**src/rtl/alu_share_arbiter.sv**
```systemverilog
// Shares one combinational ALU between two requesters; multiply/divide operands are held for MUL_DIV_CYCLES.
// Define ALU_ARB_ROUND_ROBIN_EN for round-robin arbitration; otherwise requester 0 has fixed priority.
module alu_share_arbiter #(
    parameter int MUL_DIV_CYCLES = 4
) (
    input  logic        clk,
    input  logic        rst,
    input  logic        req0_valid,
    output logic        req0_ready,
    input  logic [31:0] req0_operand_1,
    input  logic [31:0] req0_operand_2,
    input  logic [3:0]  req0_control,
    input  logic        req1_valid,
    output logic        req1_ready,
    input  logic [31:0] req1_operand_1,
    input  logic [31:0] req1_operand_2,
    input  logic [3:0]  req1_control,
    output logic        rsp0_valid,
    input  logic        rsp0_ready,
    output logic        rsp1_valid,
    input  logic        rsp1_ready,
    output logic [31:0] rsp_result,
    output logic [31:0] alu_operand_1,
    output logic [31:0] alu_operand_2,
    output logic [3:0]  alu_control,
    input  logic [31:0] alu_result
);
    localparam logic [3:0] CTRL_MUL   = 4'b0011;
    localparam logic [3:0] CTRL_DIV   = 4'b0100;
    localparam logic [3:0] MULTI_LOAD = 4'(MUL_DIV_CYCLES - 1);

    typedef enum logic [1:0] {IDLE, EXEC, RESP} state_t;

    state_t     state;
    logic       owner;
    logic [3:0] count;
    logic       grant;
    logic       accept;
    logic [3:0] grant_control;

`ifdef ALU_ARB_ROUND_ROBIN_EN
    logic last_grant;

    // On contention the requester not served last wins; otherwise the only valid one does.
    always_comb begin
        if (req0_valid && req1_valid) begin
            grant = ~last_grant;
        end else begin
            grant = req1_valid;
        end
    end

    always_ff @(posedge clk) begin
        if (rst) begin
            last_grant <= 1'b1;
        end else if (accept) begin
            last_grant <= grant;
        end
    end
`else
    assign grant = req1_valid && !req0_valid;
`endif

    assign req0_ready    = (state == IDLE) && req0_valid && !grant;
    assign req1_ready    = (state == IDLE) && req1_valid && grant;
    assign accept        = req0_ready || req1_ready;
    assign grant_control = grant ? req1_control : req0_control;

    always_ff @(posedge clk) begin
        if (rst) begin
            state         <= IDLE;
            owner         <= 1'b0;
            count         <= 4'd0;
            alu_operand_1 <= 32'd0;
            alu_operand_2 <= 32'd0;
            alu_control   <= 4'b0000;
            rsp_result    <= 32'd0;
            rsp0_valid    <= 1'b0;
            rsp1_valid    <= 1'b0;
        end else begin
            case (state)
                IDLE: begin
                    if (accept) begin
                        alu_operand_1 <= grant ? req1_operand_1 : req0_operand_1;
                        alu_operand_2 <= grant ? req1_operand_2 : req0_operand_2;
                        alu_control   <= grant_control;
                        owner         <= grant;
                        count         <= (grant_control == CTRL_MUL || grant_control == CTRL_DIV)
                                         ? MULTI_LOAD : 4'd0;
                        state         <= EXEC;
                    end
                end
                EXEC: begin
                    // Counter reaching zero marks the last cycle of the multi-cycle path.
                    if (count != 4'd0) begin
                        count <= count - 4'd1;
                    end else begin
                        rsp_result <= alu_result;
                        rsp0_valid <= !owner;
                        rsp1_valid <= owner;
                        state      <= RESP;
                    end
                end
                RESP: begin
                    if ((!owner && rsp0_ready) || (owner && rsp1_ready)) begin
                        rsp0_valid <= 1'b0;
                        rsp1_valid <= 1'b0;
                        state      <= IDLE;
                    end
                end
                default: state <= IDLE;
            endcase
        end
    end
endmodule

```
**config.mk**
```make
export PLATFORM = sky130hd
export DESIGN_NAME = alu_share_arbiter
export DESIGN_NICKNAME = d
export VERILOG_FILES = /design/src/rtl/alu_share_arbiter.sv
export SDC_FILE = /design/constraint.sdc
export NUM_CORES = 1
export LEC_CHECK = 0
export ABC_CLOCK_PERIOD_IN_PS = 1600
export BUFFER_PORTS_ARGS = -buffer_cell sky130_fd_sc_hd__buf_2
export CAP_MARGIN = 15
export CORE_MARGIN = 3
export CORE_UTILIZATION = 39
export DETAILED_ROUTE_END_ITERATION = 6
export GPL_ROUTABILITY_DRIVEN = 0
export PLACE_DENSITY = 0.79
export SLEW_MARGIN = 5
export SYNTH_ARGS = -nofsm -noshare
export SYNTH_HDL_FRONTEND = slang
export SYNTH_SLANG_ARGS = --single-unit
```
**constraint.sdc**
```tcl
create_clock -name clk -period 1.6 [get_ports clk]
set_input_delay 0.08 -clock clk [delete_from_list [all_inputs] [get_ports clk]]
set_output_delay 0.08 -clock clk [all_outputs]
set_load 0.005 [all_outputs]
```
==> results.ini <==
[job]
maxCapViolations = 0

[final_layout]
diodes = 0
instances_no_fill = 948
drive_above_1_share_pct = 42.0
final_nets = 976
fill_cells = 978
areaGrowthSynthToFinish_pct = 51.7

[die]
die_w_um = 115
die_area_sq_um = 13100
initial_utilization_pct = 40.1
rows = 39
io_pins = 278
chipHeight_um = 115
core_region_area_sq_um = 11500

[setup_path]
crit_fanout = 12
critical_path_buf_inv_count = 2
crit_path_max_incr_delay_ns = 0.42
startpoint_type = flop
cp-startpoint = count[0]
worstPathRequired_ns = 1.83
critPathTopFamily = simple AND/OR/NAND/NOR gates
path_cells = inv_2, ha_1, or3b_4, or2_4, clkbuf_16, nand2_1, a21oi_1
path_class = reg2reg
slowest_stage = or3b_4
r2r-start = count[0]
crit_arrival_ns = 1.92
cp-end-kind = flop

[sta]
rsz0062_at_grt = yes
finalWorstSetupSlack_ns = -0.0967
fmax_mhz = 589
hold_violations = 0
tightest_slew_ns = 0.362
fin_crit_sh_pct = 106
fin_hold_ws_ns = 0.0590
maxSlewHeadroom_pct = 75.7
finalSetupViolCount = 34
clock_skew_ns = 0.0102
slew_violations = 0
period_needed_ns = 1.70
setup_tns_ns = -1.79

[status]
violations = setup timing
status = complete, but fails checks

[route]
highest_layer = met4
final_antenna_net_count = 0
vias = 4720
wl_met2_mm = 7.12
dr.pass1.iters = 4
drc = 0
via_per_inst = 4.98
wl_per_cell_um = 15.0
wl_met1_mm = 5.43
wirelength_mm = 14.2
wl_met3_mm = 1.22
first_iter_violations = 292

[yosys]
ys_ff_latch = 109
syn_avg_cell_area_sq_um = 9.22
synth_most_common_cell = dfxtp_1
synthCells = 499
syn_nets = 675
yosys.area.top_type = dfxtp_1
yosysWarnings = 0
synth-edff-count = 0
netlist-cell-type-count = 34
synth_area_sq_um = 4600
ys.flop_type = dfxtp_1
synth_top_area_share_pct = 47.4
synth_seq_area_share_pct = 47.4
synth_top_cells_by_count = dfxtp_1, nor2_1, a211oi_1, mux2i_1, nand2_1
synthTopCellsByArea = dfxtp_1, mux2i_1, a211oi_1
async_reset_ff_share_pct = 0

[place]
io_buffers = 277
pre_cts_ws_ns = -0.0650
placedCellCount = 893
place_hpwl_mm = 9.38

[clock_network]
clock-root-buffer = clkbuf_16
htree_num_levels = 3
clock_latency_ns = 0.35
cts_sinks = 109
clk_pin_slew_ns = 0.08
cts_tree = built
cts_buffer_depth = 2
cts_buffers = 9

[grt]
grt_pass1_wl_mm = 20.3
grt_pass1_vias = 4399
grt_max_degree = 64
overflow = 0
antenna_found_initial = 0
gr-usage-all-layers_pct = 19.1

[power]
peakVddDrop_v = 0.000775
p_leak_nw = 3.58
p_per_area_nw_per_um2 = 1430

[worst_hold_path]
worstHoldStart = req1_operand_1[10]
hold_path.class = in2reg

timing repair:
action	in CTS	in global routing
pin swaps	0	5
gates cloned	0	4
setup buffers	0	3
hold buffers	32	0
endpoints found under the hold margin	32	0
endpoints found under the setup margin	32	37
gates resized for setup	3	9
path summary, 6_finish.rpt:
kind	end	slack (ns)	cells past startpoint
max	rsp_result[13]	-0.1	7
min	alu_operand_1[10]	0.06	3
max reg2reg	rsp_result[13]	-0.1	7
min reg2reg	rsp_result[16]	0.45	2
kinds of logic after synthesis:
| family | after synthesis | synth area share, % |
|---|---|---|
| compound gates | 113 | 16.8 |
| mux | 68 | 14.8 |
| flops | 109 | 47.4 |
| simple gates | 160 | 14.4 |
| xor+xnor | 2 | 0.381 |
| buf+inv | 45 | 5.60 |
| fa+ha+maj | 2 | 0.544 |
final cells by class:
class | count | area, sq um | area share (%)
Tap cell | 143 | 179 | 2.56
Sequential cell | 109 | 2180 | 31.3
Clock buffer | 9 | 225 | 3.23
Multi-Input combinational cell | 345 | 2200 | 31.5
Clock inverter | 7 | 111 | 1.60
Timing Repair Buffer | 332 | 2070 | 29.6
Inverter | 3 | 11.3 | 0.161
state kept, by name, indices dropped and copies added (netlist names):
register	flops
count	4
state	2
owner	1
rsp1_valid	1
rsp0_valid	1
alu_operand_1	32
alu_control	4
alu_operand_2	32
rsp_result	32
tightest hold or removal path, delay by kind of cell:
kind,cells,cell delay (ns)
multiplexers,1,0.11
buffers and inverters,1,0.09
AO/OA/AOI/OAI,1,0.08
through the flow:
step | utilization [%] | total power, mW | instance area [sq um]
floorplan | - | 5.77 | 4600
CTS | 59.4 | 9.62 | 6810
global route | 60.9 | 10.6 | 6980
detailed placement | 53.6 | 7.04 | 6150
global placement | 53.6 | 6.95 | 6150
finish | 60.9 | 9.99 | 6980
report_power, final:
group / internal [mW] / switching [mW]
registers: 3.39 / 0.344
clock network: 1.41 / 1.08
logic: 1.85 / 1.92
total: 6.65 / 3.34
per-layer routing:
| metal | track usage [%] | vias to the layer above |
|---|---|---|
| li1 | - | 2367 |
| met1 | 21.5 | 2085 |
| met2 | 33.6 | 227 |
| met3 | 4.92 | 41 |
| met4 | 9.03 | 0 |
| met5 | 0 | - |
placed cells by master (no fill, tap or decap), types with 3 or more instances in the layout:
master / instances
mux2i_1: 67
buf_4: 10
a211oi_1: 68
clkbuf_16: 13
nor2_1: 75
buf_12: 9
buf_2: 276
a21oi_1: 35
dfxtp_1: 107
nand2_2: 4
inv_8: 3
nor3_1: 4
nand2_1: 61
a21oi_2: 3
dlygate4sd3_1: 32
(Power assumes the default switching activity.)
